--- src/rtl/mult_metrics_pkg.sv ---
// mult_metrics_pkg: shared types and constants for the multiplier error monitor.
//   state_t        - run-control FSM states (DIV only reachable with MULT_MRED_EN)
//   OPERAND_W      - width of each multiplier operand
//   PRODUCT_W      - width of the (exact or approximate) product
//   DEFAULT_FRAC_W - default fractional bits of the relative-error quotient
package mult_metrics_pkg;

    typedef enum logic [1:0] {
        IDLE,
        RUN,
        DIV,
        DONE
    } state_t;

    localparam int unsigned OPERAND_W      = 4;
    localparam int unsigned PRODUCT_W      = 8;
    localparam int unsigned DEFAULT_FRAC_W = 16;

endpackage

--- src/rtl/mult_error_monitor_if.sv ---
// mult_error_monitor_if: sample stream between the multiplier harness and the
// error monitor.
//   in_valid - sample tuple valid (master -> slave)
//   in_ready - monitor can accept a sample (slave -> master)
//   in_a     - multiplicand fed to the multiplier
//   in_b     - multiplier operand fed to the multiplier
//   in_p     - approximate product produced by the multiplier
interface mult_error_monitor_if;
    import mult_metrics_pkg::*;

    logic                 in_valid;
    logic                 in_ready;
    logic [OPERAND_W-1:0] in_a;
    logic [OPERAND_W-1:0] in_b;
    logic [PRODUCT_W-1:0] in_p;

    modport master (output in_valid, in_a, in_b, in_p, input in_ready);
    modport slave  (input in_valid, in_a, in_b, in_p, output in_ready);

endinterface

--- src/rtl/mult_error_monitor_seq_divider.sv ---
// seq_divider: restoring unsigned divider, one quotient bit per cycle.
//   clk, rst_n - clock, synchronous active-low reset
//   start      - load dividend/divisor and begin (restarts any division in flight)
//   dividend   - Q_W-bit dividend
//   divisor    - D_W-bit divisor (caller guarantees nonzero)
//   busy       - division in progress
//   valid      - high during the final iteration cycle; quotient is valid then
//   quotient   - Q_W-bit result (combinational, meaningful while valid)
// A division started at edge E0 runs Q_W iteration cycles and valid is high in
// the last one, so the consumer captures the result at edge E0+Q_W.
module seq_divider #(
    parameter int unsigned Q_W = 24,
    parameter int unsigned D_W = 8
) (
    input  logic           clk,
    input  logic           rst_n,
    input  logic           start,
    input  logic [Q_W-1:0] dividend,
    input  logic [D_W-1:0] divisor,
    output logic           busy,
    output logic           valid,
    output logic [Q_W-1:0] quotient
);

    localparam int unsigned CNT_W = $clog2(Q_W);

    logic [CNT_W-1:0] cnt;
    logic [D_W-1:0]   rem;
    logic [D_W-1:0]   dvs;
    logic [Q_W-1:0]   dvd;
    logic [Q_W-1:0]   q;

    logic [D_W:0]     rem_sh;
    logic             ge;
    logic [D_W-1:0]   rem_nx;
    logic [Q_W-1:0]   q_nx;

    // Remainder always stays below the divisor, so D_W bits suffice after the
    // conditional subtract; the extra shifted-in bit only matters for compare.
    always_comb begin
        rem_sh   = {rem, dvd[Q_W-1]};
        ge       = (rem_sh >= {1'b0, dvs});
        rem_nx   = ge ? D_W'(rem_sh - {1'b0, dvs}) : rem_sh[D_W-1:0];
        q_nx     = {q[Q_W-2:0], ge};
        valid    = busy && (cnt == CNT_W'(Q_W - 1));
        quotient = q_nx;
    end

    always_ff @(posedge clk) begin
        if (!rst_n) begin
            busy <= 1'b0;
            cnt  <= '0;
            rem  <= '0;
            dvs  <= '0;
            dvd  <= '0;
            q    <= '0;
        end else if (start) begin
            busy <= 1'b1;
            cnt  <= '0;
            rem  <= '0;
            dvs  <= divisor;
            dvd  <= dividend;
            q    <= '0;
        end else if (busy) begin
            rem <= rem_nx;
            dvd <= {dvd[Q_W-2:0], 1'b0};
            q   <= q_nx;
            cnt <= cnt + 1'b1;
            if (valid) begin
                busy <= 1'b0;
            end
        end
    end

endmodule

--- src/rtl/mult_error_monitor.sv ---
// mult_error_monitor: streaming error-metric stage behind multiplier_4x4.
// Recomputes the exact product of each accepted (a, b, p) tuple and accumulates
// error distance statistics over a run of N_SAMPLES samples.
//   clk, rst_n  - clock, synchronous active-low reset
//   start       - pulse: clear statistics and begin a run (beats a same-cycle accept)
//   s_if        - sample stream (in_valid/in_ready/in_a/in_b/in_p), slave side
//   done        - run complete, statistics stable until next start
//   sample_cnt  - samples accepted this run
//   err_cnt     - samples with nonzero error distance
//   max_ed      - largest error distance this run
//   sum_ed      - saturating sum of error distances
//   sum_red     - saturating sum of floor(ED*2^FRAC_W/exact); 0 without MULT_MRED_EN
// Build option: define MULT_MRED_EN to add the sequential relative-error divider.
module mult_error_monitor
    import mult_metrics_pkg::*;
#(
    parameter int unsigned N_SAMPLES = 256,
    parameter int unsigned ACC_W     = 32,
    parameter int unsigned FRAC_W    = DEFAULT_FRAC_W
) (
    input  logic             clk,
    input  logic             rst_n,
    input  logic             start,
    mult_error_monitor_if.slave s_if,
    output logic             done,
    output logic [15:0]      sample_cnt,
    output logic [15:0]      err_cnt,
    output logic [7:0]       max_ed,
    output logic [ACC_W-1:0] sum_ed,
    output logic [ACC_W-1:0] sum_red
);

    if (N_SAMPLES < 1 || N_SAMPLES > 65535 || ACC_W < PRODUCT_W || FRAC_W < 1) begin : g_bad_param
        $error("mult_error_monitor: parameter out of range");
    end

    localparam int unsigned ED_SUM_W = ((ACC_W > PRODUCT_W) ? ACC_W : PRODUCT_W) + 1;

    state_t state;
    state_t state_nx;

    logic                 accept;
    logic                 last;
    logic [PRODUCT_W-1:0] exact;
    logic [PRODUCT_W-1:0] ed;
    logic [ED_SUM_W-1:0]  ed_sum;
    logic [ACC_W-1:0]     sum_ed_nx;

    assign s_if.in_ready = (state == RUN);
    assign done          = (state == DONE);

    always_comb begin
        accept    = s_if.in_valid && s_if.in_ready && !start;
        exact     = PRODUCT_W'(s_if.in_a) * PRODUCT_W'(s_if.in_b);
        ed        = (s_if.in_p >= exact) ? (s_if.in_p - exact) : (exact - s_if.in_p);
        last      = (sample_cnt == 16'(N_SAMPLES - 1));
        ed_sum    = ED_SUM_W'(sum_ed) + ED_SUM_W'(ed);
        sum_ed_nx = (ed_sum > ED_SUM_W'({ACC_W{1'b1}})) ? '1 : ACC_W'(ed_sum);
    end

`ifdef MULT_MRED_EN
    localparam int unsigned Q_W      = PRODUCT_W + FRAC_W;
    localparam int unsigned RED_SUM_W = ((ACC_W > Q_W) ? ACC_W : Q_W) + 1;

    logic                 div_start;
    logic                 div_busy;
    logic                 div_valid;
    logic [Q_W-1:0]       div_quotient;
    logic [RED_SUM_W-1:0] red_sum;
    logic [ACC_W-1:0]     sum_red_nx;

    assign div_start = accept && (exact != '0);

    seq_divider #(
        .Q_W (Q_W),
        .D_W (PRODUCT_W)
    ) u_div (
        .clk      (clk),
        .rst_n    (rst_n),
        .start    (div_start),
        .dividend ({ed, FRAC_W'(0)}),
        .divisor  (exact),
        .busy     (div_busy),
        .valid    (div_valid),
        .quotient (div_quotient)
    );

    always_comb begin
        red_sum    = RED_SUM_W'(sum_red) + RED_SUM_W'(div_quotient);
        sum_red_nx = (red_sum > RED_SUM_W'({ACC_W{1'b1}})) ? '1 : ACC_W'(red_sum);
    end

    always_ff @(posedge clk) begin
        if (!rst_n || start) begin
            sum_red <= '0;
        end else if (state == DIV && div_valid) begin
            sum_red <= sum_red_nx;
        end
    end
`else
    assign sum_red = '0;
`endif

    always_ff @(posedge clk) begin
        if (!rst_n) begin
            state <= IDLE;
        end else begin
            state <= state_nx;
        end
    end

    always_comb begin
        state_nx = state;
        if (start) begin
            state_nx = RUN;
        end else begin
            case (state)
                RUN: begin
                    if (accept) begin
`ifdef MULT_MRED_EN
                        if (exact != '0) begin
                            state_nx = DIV;
                        end else if (last) begin
                            state_nx = DONE;
                        end
`else
                        if (last) begin
                            state_nx = DONE;
                        end
`endif
                    end
                end
`ifdef MULT_MRED_EN
                // Leaving on an idle divider keeps the FSM from ever hanging here.
                DIV: begin
                    if (div_valid || !div_busy) begin
                        state_nx = (sample_cnt == 16'(N_SAMPLES)) ? DONE : RUN;
                    end
                end
`endif
                default: state_nx = state;
            endcase
        end
    end

    always_ff @(posedge clk) begin
        if (!rst_n || start) begin
            sample_cnt <= '0;
            err_cnt    <= '0;
            max_ed     <= '0;
            sum_ed     <= '0;
        end else if (accept) begin
            sample_cnt <= sample_cnt + 16'd1;
            if (ed != '0) begin
                err_cnt <= err_cnt + 16'd1;
            end
            if (ed > max_ed) begin
                max_ed <= ed;
            end
            sum_ed <= sum_ed_nx;
        end
    end

endmodule

--- src/flat_wrapper.sv ---
// flat-port wrapper written by rule: the top's interface ports become plain ports
module mult_error_monitor_flat import mult_metrics_pkg::*;
#(
    parameter int unsigned N_SAMPLES = 256,
    parameter int unsigned ACC_W     = 32,
    parameter int unsigned FRAC_W    = DEFAULT_FRAC_W
)
  (clk, rst_n, start, done, sample_cnt, err_cnt, max_ed, sum_ed, sum_red, s_if_in_valid, s_if_in_a, s_if_in_b, s_if_in_p, s_if_in_ready);
  mult_error_monitor_if s_if_i ();
  input  logic clk;
  input  logic rst_n;
  input  logic start;
  output logic done;
  output logic [15:0] sample_cnt;
  output logic [15:0] err_cnt;
  output logic [7:0] max_ed;
  output logic [ACC_W-1:0] sum_ed;
  output logic [ACC_W-1:0] sum_red;
  input wire logic [$bits(s_if_i.in_valid)-1:0] s_if_in_valid;
  input wire logic [$bits(s_if_i.in_a)-1:0] s_if_in_a;
  input wire logic [$bits(s_if_i.in_b)-1:0] s_if_in_b;
  input wire logic [$bits(s_if_i.in_p)-1:0] s_if_in_p;
  output wire logic [$bits(s_if_i.in_ready)-1:0] s_if_in_ready;
  assign s_if_i.in_valid = s_if_in_valid;
  assign s_if_i.in_a = s_if_in_a;
  assign s_if_i.in_b = s_if_in_b;
  assign s_if_i.in_p = s_if_in_p;
  assign s_if_in_ready = s_if_i.in_ready;
  mult_error_monitor #(.N_SAMPLES(N_SAMPLES), .ACC_W(ACC_W), .FRAC_W(FRAC_W)) u_core (.clk(clk), .rst_n(rst_n), .start(start), .s_if(s_if_i), .done(done), .sample_cnt(sample_cnt), .err_cnt(err_cnt), .max_ed(max_ed), .sum_ed(sum_ed), .sum_red(sum_red));
endmodule
--- config.mk ---
export PLATFORM = sky130hd
export DESIGN_NAME = mult_error_monitor_flat
export DESIGN_NICKNAME = d
export VERILOG_FILES = /design/src/rtl/mult_metrics_pkg.sv /design/src/rtl/mult_error_monitor_if.sv /design/src/rtl/mult_error_monitor_seq_divider.sv /design/src/rtl/mult_error_monitor.sv /design/src/flat_wrapper.sv
export SDC_FILE = /design/constraint.sdc
export NUM_CORES = 1
export LEC_CHECK = 0
export BUFFER_PORTS_ARGS = -buffer_cell sky130_fd_sc_hd__buf_2
export CAP_MARGIN = 10
export CORE_MARGIN = 2
export CORE_UTILIZATION = 40
export CTS_CLUSTER_SIZE = 16
export DETAILED_ROUTE_END_ITERATION = 16
export GPL_ROUTABILITY_DRIVEN = 0
export MAX_ROUTING_LAYER = met4
export PLACE_DENSITY_LB_ADDON = 0.25
export SLEW_MARGIN = 10
export SYNTH_ARGS = -nofsm -noshare
export SYNTH_HDL_FRONTEND = slang
export SYNTH_SLANG_ARGS = --single-unit
--- constraint.sdc ---
create_clock -name clk -period 8.4 [get_ports clk]
set_input_delay 1.26 -clock clk [delete_from_list [all_inputs] [get_ports clk]]
set_output_delay 1.26 -clock clk [all_outputs]
set_load 0.005 [all_outputs]
# Yosys cells after proc, flatten, opt, wreduce, memory -nomap -nowiden
# Cells that the tools add are included.
# W data, S select, Z words.
[word_totals] reg_bits=74 input_bits=20 out_inout_bits=106 word_cells=39
[classes] n_addsub=5 mul=1 order_cmp=3 n_eq_ne=3 muxes=6 n_bitwise=1 reduce_logical=14
[ops] op="$add A32 B8 Y33" n=1
[ops] op="$gt A33 B32 Y1 const B" n=1
[ops] op="$add A16 B1 Y16 const B" n=2
[ops] op="$mux W32" n=1
[ops] op="$eq A16 B8 Y1 const B" n=1
[ops] op="$sub A8 B8 Y8" n=2
[ops] op="$ge A8 B8 Y1" n=1
[ops] op="$gt A8 B8 Y1" n=1
[ops] op="$mul A4 B4 Y8" n=1
[ops] op="$mux W8" n=1
[ops] op="$reduce_bool A8 Y1" n=1
[ops] op="$reduce_and A3 Y1" n=2
[ops] op="$reduce_bool A2 Y1" n=3
[ops] op="$mux W1" n=4
[ops] op="$reduce_and A2 Y1" n=2
[ops] op="$eq A2 B1 Y1 const B" n=1
[ops] op="$eq A2 B2 Y1 const B" n=1
[ops] op="$logic_and A1 B1 Y1" n=2
[ops] op="$logic_not A1 Y1" n=2
[ops] op="$reduce_or A2 Y1" n=1
[ops] op="$logic_or A1 B1 Y1" n=1
[ops] op="$not A1 Y1" n=1

# Depth between registers and ports, before layout
# Gate-level depths: netlist of run 1.
[logic_depth] ltp_word=6 mapped_depth=27

# Worst setup path after synthesis of run 1
# Ideal clock, no wire load.
[synth_path] path_kind="input-to-reg" startpoint="in s_if_in_a[0]" endpoint="reg u_core.sum_ed[18]" setup_ns=0.134 arrival_ns=7.087 setup_slack_ns=1.178 stages=26 path_buffers=1 cell_sequence="nand2_1 fa_1 inv_1 fa_1 ha_1 a21o_1 a21oi_1 o21bai_1 a21oi_1 xor2_1 ha_1 o21ai_0 a32oi_4 mux2i_1 xor2_1 ha_1 a21o_1 a21oi_1 o21bai_1 a2111oi_0 nor2_1 a41oi_1 clkbuf_1 o21ai_0 a21oi_1 a211oi_1"
[synth_via] elab_chain_cells=6 elab_cells_between_ends=8 cone_classes="add/sub (3); mul (1); order compare (2); mux (2)"
[synth_rtl] item="start: declaration" line_no="flat_wrapper.sv:20" text="input wire logic [$bits(s_if_i.in_a)-1:0] s_if_in_a;"
[synth_rtl] item="$mul A4 B4 Y8 (*)" line_no="mult_error_monitor.sv:54" text="exact = PRODUCT_W'(s_if.in_a) * PRODUCT_W'(s_if.in_b);"
[synth_rtl] item="$sub A8 B8 Y8 or $ge A8 B8 Y1 (tied branches)" line_no="mult_error_monitor.sv:55" text="ed = (s_if.in_p >= exact) ? (s_if.in_p - exact) : (exact - s_if.in_p);"
[synth_rtl] item="$mux W8 (*)" line_no="mult_error_monitor.sv:55"
[synth_rtl] item="named net u_core.ed[2]" line_no="mult_error_monitor.sv:45" text="logic [PRODUCT_W-1:0] ed;"
[synth_rtl] item="$add A32 B8 Y33 (*)" line_no="mult_error_monitor.sv:57" text="ed_sum = ED_SUM_W'(sum_ed) + ED_SUM_W'(ed);"
[synth_rtl] item="$gt A33 B32 Y1" line_no="mult_error_monitor.sv:58" text="sum_ed_nx = (ed_sum > ED_SUM_W'({ACC_W{1'b1}})) ? '1 : ACC_W'(ed_sum);"
[synth_rtl] item="$mux W32 (*)" line_no="mult_error_monitor.sv:58"
[synth_rtl] item="end signal: assignment" line_no="mult_error_monitor.sv:160" text="sum_ed <= sum_ed_nx;"
[synth_rtl] item="end: declaration" line_no="mult_error_monitor.sv:29" text="output logic [ACC_W-1:0] sum_ed,"
# Mark *: on every way through the listed nets, which the timed path passes. The rest lies on a longest branch.
# A chain may end at the register's enable or synchronous reset.

# Worst setup path after layout of run 1
[layout_path] startpoint="in s_if_in_a[0]" endpoint="reg u_core.sum_ed[24]"
# The elaborated chain is that of the path after synthesis.

==> impl_metrics.json, run 1 <==
{
  "status": "completed",
  "yosys-top-cells-count": "sky130_fd_sc_hd__dfxtp_1 (74), sky130_fd_sc_hd__a21oi_1 (58), sky130_fd_sc_hd__nor2_1 (51)",
  "synth_area_mm2": 0.005059,
  "fillerInstances": 1259,
  "postLayoutSetupSlackWorst_ns": 0.7571,
  "cp_data_arrival_time_ns": 7.83,
  "ys_seq_elements": 74,
  "core_mm2": 0.01247,
  "layout-drive-gt1-share_pct": 17.66,
  "slew_headroom_pct": 39.56,
  "first_global_vias": 4234,
  "worstSkewPairLatency_ns": 0.34,
  "post_cts_buffers": 0,
  "cts_hold_buf": 0,
  "die_h_um": 116.5,
  "synth_largest_area_cell": "sky130_fd_sc_hd__dfxtp_1",
  "worst_ep_required_time_ns": 8.59,
  "pre_cts_slack_ns": 0.4668,
  "floorplan.initialDensity_pct": 40.58,
  "timing.hold.worst.start": "u_core.state[0]",
  "globalRouteOverflowTotal": 0,
  "die_area_mm2": 0.01356,
  "max-vdd-ir-drop_uv": 82.72,
  "route.antenna.remaining_nets": 0,
  "ys_seq_area_share_pct": 29.29,
  "vias_post_dr": 4636,
  "maximum_number_of_pins_on_one_net_before_global_route_repair": 56,
  "post_drt_wl_per_cell_um": 14.05,
  "routed_wl_mm": 12.36,
  "grt_first_pass_wirelength_mm": 19.96,
  "detailed_place_hpwl_mm": 9.427,
  "initial_antenna_violation_count": 0,
  "synth_enable_flop_cells": 0,
  "yosys-top-cells-area": "sky130_fd_sc_hd__dfxtp_1 (29%), sky130_fd_sc_hd__ha_1 (11%), sky130_fd_sc_hd__a21oi_1 (5.7%), sky130_fd_sc_hd__buf_4 (4.7%), sky130_fd_sc_hd__nor2_1 (3.8%)",
  "achievable-frequency_ghz": 0.1308,
  "tns_ns": 0,
  "io_buffers": 93,
  "dieWidth_um": 116.5,
  "grt_usage_pct": 18.98,
  "drt_first_pass_iters": 5,
  "post_synth_num_cell_types": 54,
  "max-clock-path-buffers": 2,
  "cp_max_fo": 15,
  "initial_drc_count": 197,
  "n_diodes": 0,
  "final.setup_skew_ns": 0.006364,
  "setup.worst_path.class": "input port to flop",
  "report.power.total_mw": 1.175,
  "yosysTopAreaCellShare_pct": 29.29,
  "cts_max_level": 3,
  "leakage_nw": 2.652,
  "rsz0062_at_grt": "false",
  "number_of_buffers_inserted_during_clock_tree_synthesis": 9,
  "cellPowerDensity_mw_per_mm2": 199.7,
  "tightest_slew_ns": 0.8837,
  "slew_violations": 0,
  "layout-area-overhead-vs-synth_pct": 16.35,
  "ys_flop_type": "sky130_fd_sc_hd__dfxtp_1",
  "endpoint_kind": "flop",
  "synth_most_common_cell": "sky130_fd_sc_hd__dfxtp_1",
  "yosysWarningCount": 0,
  "worst_r2r_startpoint": "u_core.sum_ed[0]",
  "hold_depth": 1,
  "synthCells": 614,
  "ff2ff_path_depth": 10,
  "clock_transition_at_the_registers_of_the_reported_paths_ns": 0.06,
  "ys_async_sr_fraction_pct": 0,
  "rrSetupSlack_ns": 4.75,
  "crit-reg2reg-capture": "u_core.sum_ed[24]",
  "min_period_ns": 7.643,
  "nets": 776,
  "worst_setup_path_start_kind": "input port",
  "setup_violating_endpoint_count_in_the_final_report": 0,
  "finalCritPeriodShare_pct": 90.99,
  "cap_violations": 0,
  "tritoncts_num_sinks": 74,
  "hold-path-endpoint": "u_core.state[0]",
  "ctsRootBufferMaster": "sky130_fd_sc_hd__clkbuf_16",
  "io_pins": 126,
  "tritoncts": "built",
  "cts.repair.resized": 0,
  "timing.hold.worst.class": "flop to flop",
  "syn_avg_cell_area_um2": 8.239,
  "avgViaCountPerCell": 5.268,
  "finalHoldViolations": 0,
  "num_rows": 41,
  "drc": 0
}
==> stage by stage <==
step           hold WS (ns)  util [%]  instance area [um^2]  instances
2_1_floorplan        0.4463         -                  5175        645
5_1_grt              0.4836     47.21                  5886        880
3_3_place_gp         0.4558     44.75                  5578        865
3_5_place_dp         0.4617     44.75                  5578        865
4_1_cts              0.4760     47.21                  5886        880
6_report             0.4726     47.21                  5886        880
==> state kept, by name, summed over array words and instances (netlist names) <==
name,cells
u_core.sum_ed,32
u_core.sample_cnt,16
u_core.state,2
u_core.max_ed,8
u_core.err_cnt,16
==> power by group <==
group | leakage, nW | total [mW] | switching [mW] | internal (mW)
logic | 1.90 | 0.399 | 0.235 | 0.164
registers | 0.598 | 0.364 | 0.00634 | 0.357
clock network | 0.153 | 0.413 | 0.154 | 0.259
==> worst max-delay path by stage <==
stage / start / depth (start not counted) / endpoint / slack [ns]
floorplan: s_if_in_a[0] / 26 / u_core.sum_ed[18] / 1.18
global placement: s_if_in_a[0] / 24 / u_core.sum_ed[22] / 0.69
detailed placement: s_if_in_a[0] / 24 / u_core.sum_ed[24] / 0.47
CTS: s_if_in_a[0] / 26 / u_core.sum_ed[18] / 0.77
global route: s_if_in_a[0] / 26 / u_core.sum_ed[26] / 0.32
finish: s_if_in_a[0] / 24 / u_core.sum_ed[24] / 0.76
==> per-layer routing <==
layer | wire length [um] | share of wire (%) | vias to the layer above | track usage [%]
li1 | - | - | 2295 | -
met1 | 5753 | 47 | 2176 | 24.06
met2 | 5539 | 45 | 139 | 28.91
met3 | 664 | 5.4 | 26 | 4.048
met4 | 405 | 3.3 | 0 | 8.889
met5 | 0 | 0 | - | -
==> kinds of logic (layout without fill, tap and decap cells) <==
logic type      count (synthesis)  after routing  synth area share (%)
compound gates                163            163                 20.88
xor+xnor                       31             31                 5.367
fa+ha+maj                      52             52                 13.90
buf+inv                        88            151                 9.102
flops                          74             74                 29.29
mux                            10             10                 1.979
other cells                     1             32               0.07413
simple gates                  195            195                 19.42
==> layout make-up <==
type                       instances  area (um^2)  share of cell area (%)
clock buffer                      10        229.0                   3.890
clock inverter                     5        78.83                   1.339
inverter                          38        142.6                   2.423
multi-input combinational        483         3236                   54.97
sequential                        74         1481                   25.17
tap                              172        215.2                   3.656
timing repair buffer              98        503.0                   8.546
==> cell usage in the layout, fill, tap and decap left out, types with 4 or more instances in the layout <==
cell	instances
sky130_fd_sc_hd__buf_2	93
sky130_fd_sc_hd__dfxtp_1	74
sky130_fd_sc_hd__a21oi_1	58
sky130_fd_sc_hd__nor2_1	51
sky130_fd_sc_hd__ha_1	45
sky130_fd_sc_hd__nand2_1	39
sky130_fd_sc_hd__inv_1	38
sky130_fd_sc_hd__o21ai_0	34
sky130_fd_sc_hd__conb_1	32
sky130_fd_sc_hd__xor2_1	19
sky130_fd_sc_hd__nand3_1	18
sky130_fd_sc_hd__and2_1	17
sky130_fd_sc_hd__a211oi_1	15
sky130_fd_sc_hd__and3_1	12
sky130_fd_sc_hd__nor3_1	12
sky130_fd_sc_hd__xnor2_1	12
sky130_fd_sc_hd__a21o_1	10
sky130_fd_sc_hd__mux2i_1	10
sky130_fd_sc_hd__clkbuf_16	9
sky130_fd_sc_hd__nor2b_1	8
sky130_fd_sc_hd__or3_1	8
sky130_fd_sc_hd__o31ai_1	8
sky130_fd_sc_hd__or4_1	8
sky130_fd_sc_hd__fa_1	7
sky130_fd_sc_hd__nand4_1	6
sky130_fd_sc_hd__a311oi_1	5
sky130_fd_sc_hd__buf_4	5
sky130_fd_sc_hd__a31oi_1	4
sky130_fd_sc_hd__nand2b_1	4
sky130_fd_sc_hd__o21a_1	4
sky130_fd_sc_hd__o21bai_1	4
==> critical path, stage by stage <==
cell,delay (ns)
sky130_fd_sc_hd__buf_2,0.10
sky130_fd_sc_hd__nand2_1,0.07
sky130_fd_sc_hd__fa_1,0.53
sky130_fd_sc_hd__inv_1,0.05
sky130_fd_sc_hd__fa_1,0.49
sky130_fd_sc_hd__ha_1,0.31
sky130_fd_sc_hd__a21o_1,0.18
sky130_fd_sc_hd__a21oi_1,0.21
sky130_fd_sc_hd__xnor2_1,0.12
sky130_fd_sc_hd__ha_1,0.39
sky130_fd_sc_hd__and3_1,0.25
sky130_fd_sc_hd__o31ai_2,0.10
sky130_fd_sc_hd__a32oi_4,0.37
sky130_fd_sc_hd__mux2i_1,0.26
sky130_fd_sc_hd__xor2_1,0.30
sky130_fd_sc_hd__ha_1,0.33
sky130_fd_sc_hd__a21o_1,0.17
sky130_fd_sc_hd__a21oi_1,0.21
sky130_fd_sc_hd__o21bai_1,0.11
sky130_fd_sc_hd__a2111oi_0,0.82
sky130_fd_sc_hd__nor2_1,0.25
sky130_fd_sc_hd__a41o_1,0.46
sky130_fd_sc_hd__nor2_1,0.33
sky130_fd_sc_hd__a211oi_1,0.13
(Power assumes the default switching activity.)
==> run 2, diff against run 1 <==
- ABC_AREA: default -> 1
==> impl_metrics.json, run 2 <==
{
  "synth_fa_ha_area_share_pct": 11.60,
  "largest_family_of_logic_cells_by_synthesized_area": "simple AND/OR/NAND/NOR gates",
  "ys_seq_elements": 74,
  "syn_avg_cell_area_um2": 6.532,
  "worst_r2r_startpoint": "u_core.state[0]",
  "leading_cell_type_in_the_layout_fill_and_taps_excluded": "sky130_fd_sc_hd__nand2_1",
  "largest_register": "u_core.sum_ed",
  "tritoncts_num_sinks": 74,
  "placed_cells_incl_taps": 1184,
  "finalHoldViolations": 0,
  "grt_usage_pct": 19.15,
  "tritoncts": "built",
  "synth_simple_gate_area_share_pct": 29.82,
  "layout_common_cells": "sky130_fd_sc_hd__nand2_1 (209), sky130_fd_sc_hd__inv_1 (159), sky130_fd_sc_hd__buf_2 (93)",
  "reg.largest.list": "u_core.sum_ed x32, u_core.err_cnt x16, u_core.sample_cnt x16",
  "critical-path-slowest-cell": "sky130_fd_sc_hd__fa_1",
  "cts.repair.resized": 0,
  "ctsRootBufferMaster": "sky130_fd_sc_hd__clkbuf_16",
  "cp_data_arrival_time_ns": 6.91,
  "synth_largest_area_cell": "sky130_fd_sc_hd__dfxtp_1",
  "final.setup_skew_ns": 0.008654,
  "rsz0062_at_grt": "false",
  "max-clock-path-buffers": 2,
  "layout.cells.non_filler": 1198,
  "route.antenna.remaining_nets": 0,
  "finalCritPeriodShare_pct": 79.41,
  "tightest_slew_ns": 1.073,
  "dieWidth_um": 127.1,
  "slew_violations": 0,
  "yosysWarningCount": 0,
  "maximum_number_of_pins_on_one_net_before_global_route_repair": 77,
  "timing.hold.worst.class": "flop to flop",
  "post_synth_num_cell_types": 44,
  "drc": 0,
  "vias_post_dr": 5810,
  "post-route-cell-area_mm2": 0.006845,
  "setup.worst_path.class": "input port to flop",
  "avgViaCountPerCell": 4.850,
  "post_drt_wl_per_cell_um": 12.23,
  "core_mm2": 0.01464,
  "endpoint_kind": "flop",
  "yosys-top-cells-count": "sky130_fd_sc_hd__nand2_1 (209), sky130_fd_sc_hd__inv_1 (159), sky130_fd_sc_hd__dfxtp_1 (74)",
  "synth_most_common_cell": "sky130_fd_sc_hd__nand2_1",
  "cts_hold_buf": 0,
  "timing.hold.worst.start": "u_core.sample_cnt[15]",
  "number_of_buffers_inserted_during_clock_tree_synthesis": 9,
  "fraction_of_synthesized_area_in_multiplexers_pct": 0,
  "postLayoutSetupSlackWorst_ns": 1.729,
  "worst_setup_path_startpoint": "s_if_in_a[0]",
  "detailed_place_hpwl_mm": 11.38,
  "fin_worst_hold_slack_ns": 0.4841,
  "status": "completed",
  "num_rows": 44,
  "synthCells": 928,
  "io_pins": 126,
  "layout-area-overhead-vs-synth_pct": 12.92,
  "io_buffers": 93,
  "leakage_nw": 3.425,
  "n_diodes": 0,
  "drt_first_pass_iters": 5,
  "min_period_ns": 6.671,
  "cpPeakStageDelay_ns": 0.55,
  "slew_headroom_pct": 28.06,
  "post_cts_buffers": 0,
  "globalRouteOverflowTotal": 0,
  "worstSkewPairLatency_ns": 0.34,
  "worst_ep_required_time_ns": 8.64,
  "worst_setup_path_start_kind": "input port",
  "ys_seq_area_share_pct": 24.44,
  "die_area_mm2": 0.01616,
  "synth_enable_flop_cells": 0,
  "largest_reg_flops": 32,
  "setup_violating_endpoint_count_in_the_final_report": 0,
  "critical-path-top-cell-by-count": "sky130_fd_sc_hd__nand2_1",
  "floorplan.initialDensity_pct": 41.40,
  "cap_violations": 0,
  "clock_transition_at_the_registers_of_the_reported_paths_ns": 0.06,
  "first_global_vias": 5225,
  "tns_ns": 0,
  "yosysTopAreaCellShare_pct": 24.44,
  "cellPowerDensity_mw_per_mm2": 166.9,
  "synth_compound_gate_area_share_pct": 11.35,
  "post_synth_xor_area_fraction_pct": 6.935,
  "grt_first_pass_wirelength_mm": 24.74,
  "cts_max_level": 3,
  "layout-drive-gt1-share_pct": 13.31,
  "routed_wl_mm": 14.65,
  "ys_flop_type": "sky130_fd_sc_hd__dfxtp_1",
  "cp_max_fo": 8,
  "die_h_um": 127.1,
  "pre_cts_slack_ns": 1.342,
  "achievable-frequency_ghz": 0.1499,
  "max-vdd-ir-drop_uv": 102.0,
  "nets": 1083,
  "placedInstanceArea_mm2": 0.006553,
  "initial_antenna_violation_count": 0,
  "ys_async_sr_fraction_pct": 0,
  "synth_area_mm2": 0.006062,
  "yosys-top-cells-area": "sky130_fd_sc_hd__dfxtp_1 (24%), sky130_fd_sc_hd__nand2_1 (13%), sky130_fd_sc_hd__inv_1 (9.8%), sky130_fd_sc_hd__ha_1 (9.3%), sky130_fd_sc_hd__nand3_1 (5.9%)",
  "initial_drc_count": 363
}
[run 2: changes by cell type in the layout (fill, tap and decap cells not counted), moves of 14 or more]
cell                       before  now
sky130_fd_sc_hd__a211oi_1      15    1
sky130_fd_sc_hd__inv_1         38  159
sky130_fd_sc_hd__and2_1        17    1
sky130_fd_sc_hd__nand2_1       39  209
sky130_fd_sc_hd__nand3_1       18   72
sky130_fd_sc_hd__xor2_1        19   33
[run 2: final timing paths]
check                               end  slack, ns  cells after the start
setup / recovery      u_core.sum_ed[31]       1.73                     32
hold / removal    u_core.sample_cnt[15]       0.48                      2
setup reg to reg       u_core.max_ed[3]       5.34                      9
hold reg to reg   u_core.sample_cnt[15]       0.48                      2
[run 2: worst max-delay path, delay by kind of cell]
kind	cells	cell delay [ns]
adder cells (fa/ha/maj)	5	2.25
AO/OA/AOI/OAI	6	1.59
AND/OR/NAND/NOR	12	1.09
buffers and inverters	8	0.56
XOR/XNOR	1	0.17
[run 2: through the flow]
step / power (mW) / util [%]
after floorplan: 0.6862 / -
after global placement: 0.7541 / 44.75
after detailed placement: 0.7599 / 44.75
after CTS: 1.156 / 46.74
after global routing: 1.228 / 46.74
final: 1.143 / 46.74
[run 2: logic make-up (layout without fill, tap and decap cells)]
family / count (synthesis) / after routing
buffers and inverters: 217 / 272
AO/OA/AOI/OAI: 127 / 127
XOR/XNOR: 48 / 48
flip-flops: 74 / 74
AND/OR/NAND/NOR: 409 / 409
other: 1 / 32
adder cells (fa/ha/maj): 52 / 52
[run 2: metal layers]
layer | global-route usage (%) | part of all wire [%] | up-vias
met3 | 3.853 | 5.0 | 13
met2 | 30.14 | 45 | 144
met5 | - | 0 | -
li1 | - | - | 3062
met4 | 4.266 | 1.1 | 0
met1 | 25.59 | 49 | 2591
[run 2: report_power, final]
part           switching, mW  leakage [nW]  internal [mW]
sequential           0.00595         0.598          0.356
combinational          0.250          2.68          0.140
clock                  0.148         0.147          0.242
total                  0.405          3.42          0.738
[run 2: cell type report]
type / count / area (um^2)
tap: 184 / 230.2
multi-input combinational: 668 / 3742
inverter: 162 / 610.6
clock inverter: 3 / 40.04
timing repair buffer: 96 / 488.0
sequential: 74 / 1481
clock buffer: 11 / 252.7
fill: 1581 / 7799
==> run 3, diff against run 2 <==
- clock period: 8.4 -> 6.7 ns (I/O delays scaled with it)
==> impl_metrics.json, run 3 (synthesized netlist as in run 2, its figures left out) <==
{
  "power_frac_seq_pct": 32.1,
  "clock_transition_at_the_registers_of_the_reported_paths_ns": 0.06,
  "die_area_mm2": 0.01616,
  "timing.hold.worst.class": "flop to flop",
  "switchingPower_mw": 0.5111,
  "crit-reg2reg-capture": "u_core.sample_cnt[13]",
  "max-vdd-ir-drop_uv": 129.7,
  "setup_violating_endpoint_count_in_the_final_report": 0,
  "n_diodes": 0,
  "post_drt_wl_per_cell_um": 12.15,
  "cap_violations": 0,
  "worst_r2r_startpoint": "u_core.state[0]",
  "maximum_number_of_pins_on_one_net_before_global_route_repair": 52,
  "setup.worst_path.class": "input port to flop",
  "tritoncts": "built",
  "cts_max_level": 3,
  "num_rows": 44,
  "finalCritPeriodShare_pct": 91.25,
  "io_buffers": 93,
  "largest_reg_flops": 32,
  "tns_ns": 0,
  "initial_drc_count": 335,
  "worst_ep_required_time_ns": 6.99,
  "die_h_um": 127.1,
  "io_pins": 126,
  "share_clk_of_total_power_pct": 33.6,
  "initial_antenna_violation_count": 0,
  "hold-path-endpoint": "u_core.sample_cnt[15]",
  "status": "completed",
  "timing.hold.worst.start": "u_core.sample_cnt[15]",
  "layout_common_cells": "sky130_fd_sc_hd__nand2_1 (209), sky130_fd_sc_hd__inv_1 (159), sky130_fd_sc_hd__buf_2 (93)",
  "cellPowerDensity_mw_per_mm2": 206.4,
  "ctsRootBufferMaster": "sky130_fd_sc_hd__clkbuf_16",
  "leakage_nw": 3.427,
  "dieWidth_um": 127.1,
  "endpoint_kind": "flop",
  "critical-path-slowest-cell": "sky130_fd_sc_hd__fa_1",
  "drc": 0,
  "globalRouteOverflowTotal": 0,
  "p_sw_share_pct": 36.13,
  "post_cts_buffers": 0,
  "fillerInstances": 1611,
  "rsz0062_at_grt": "false",
  "largest_register": "u_core.sum_ed",
  "tightest_slew_ns": 1.073,
  "min_period_ns": 6.114,
  "final.setup_skew_ns": 0.01069,
  "number_of_buffers_inserted_during_clock_tree_synthesis": 9,
  "drt_first_pass_iters": 4,
  "pwr-share-comb_pct": 34.3,
  "cp_data_arrival_time_ns": 6.40,
  "layout-drive-gt1-share_pct": 13.47,
  "nets": 1084,
  "ff2ff_path_depth": 11,
  "tritoncts_num_sinks": 74,
  "cpPeakStageDelay_ns": 0.56,
  "floorplan.initialDensity_pct": 41.40,
  "core_mm2": 0.01464,
  "routed_wl_mm": 14.60,
  "fin_worst_hold_slack_ns": 0.4778,
  "leading_cell_type_in_the_layout_fill_and_taps_excluded": "sky130_fd_sc_hd__nand2_1",
  "achievable-frequency_ghz": 0.1636,
  "worstSkewPairLatency_ns": 0.35,
  "cp_max_fo": 21,
  "slew_violations": 0,
  "finalHoldViolations": 0,
  "detailed_place_hpwl_mm": 11.28,
  "hold_depth": 2,
  "first_global_vias": 5376,
  "worst_setup_path_start_kind": "input port",
  "internal_power_mw": 0.9034,
  "avgViaCountPerCell": 4.880,
  "grt_first_pass_wirelength_mm": 24.71,
  "slew_headroom_pct": 27.99,
  "grt_usage_pct": 19.07,
  "route.antenna.remaining_nets": 0,
  "layout-area-overhead-vs-synth_pct": 13.04,
  "max-clock-path-buffers": 2,
  "reg.largest.list": "u_core.sum_ed x32, u_core.err_cnt x16, u_core.sample_cnt x16",
  "rrSetupSlack_ns": 3.72,
  "vias_post_dr": 5861
}
run 3: changes by cell type in the layout (fill, tap and decap cells not counted):
cell                        previous run  this run
sky130_fd_sc_hd__clkbuf_8              2         3
sky130_fd_sc_hd__clkinv_2              2         1
sky130_fd_sc_hd__clkbuf_1              0         1
sky130_fd_sc_hd__clkinv_4              0         2
sky130_fd_sc_hd__a21boi_1              0         1
sky130_fd_sc_hd__a21boi_0              1         0
sky130_fd_sc_hd__bufinv_16             1         0
sky130_fd_sc_hd__buf_4                 3         4
run 3: power groups by stage:
stage / clock (mW) / combinational (mW) / sequential [mW]
3_5_place_dp: 0 / 0.486 / 0.464
3_3_place_gp: 0 / 0.483 / 0.464
6_report: 0.475 / 0.485 / 0.454
5_1_grt: 0.504 / 0.567 / 0.455
4_1_cts: 0.490 / 0.488 / 0.454
2_1_floorplan: 0 / 0.398 / 0.462
run 3: critical path, delay by kind of cell:
kind	cells	cell delay, ns
XOR/XNOR	1	0.17
AND/OR/NAND/NOR	11	1.30
adder cells (fa/ha/maj)	5	2.27
AO/OA/AOI/OAI	5	0.79
buffers and inverters	9	0.86
run 3: per-layer routing:
layer | share of wire (%) | up-vias | GRT usage, % | wire length [um]
met4 | 1.4 | 0 | 5.365 | 210
met5 | 0 | - | - | 0
li1 | - | 3065 | - | -
met2 | 44 | 146 | 30.20 | 6469
met3 | 5.5 | 17 | 4.564 | 806
met1 | 49 | 2633 | 24.42 | 7110
run 3: cell type report:
type	count	area, um^2	area share, %
Multi-Input combinational cell	668	3742	54.61
Sequential cell	74	1481	21.62
Inverter	162	610.6	8.910
Timing Repair Buffer	97	495.5	7.230
Clock buffer	13	270.3	3.944
Tap cell	184	230.2	3.360
Clock inverter	3	22.52	0.3286
run 3: worst max-delay path by stage:
stage,from,endpoint,slack [ns],cells after the start
after floorplan,s_if_in_a[0],u_core.sum_ed[31],0.77,31
after global placement,s_if_in_a[0],u_core.sum_ed[31],0.26,32
after detailed placement,s_if_in_a[0],u_core.sum_ed[31],0.09,32
after CTS,s_if_in_a[0],u_core.sum_ed[31],0.46,32
after global routing,s_if_in_b[3],u_core.sum_ed[31],0.08,32
final,s_if_in_a[0],u_core.sum_ed[17],0.59,31
run 3: through the flow:
step	worst slack [ns]	area, um^2	std cells	power [mW]	utilization (%)
after floorplan	0.7668	6178	959	0.8603	-
final	0.5865	6853	1201	1.414	46.80
after detailed placement	0.08539	6560	1185	0.9495	44.80
after global routing	0.07667	6853	1201	1.526	46.80
after CTS	0.4623	6853	1201	1.432	46.80
after global placement	0.2625	6560	1185	0.9465	44.80
run 3: what timing repair did:
item | 4_1_cts | 5_1_grt
hold buffers | 0 | 0
endpoints found under the setup margin | 0 | 2
resized for setup | 0 | 1
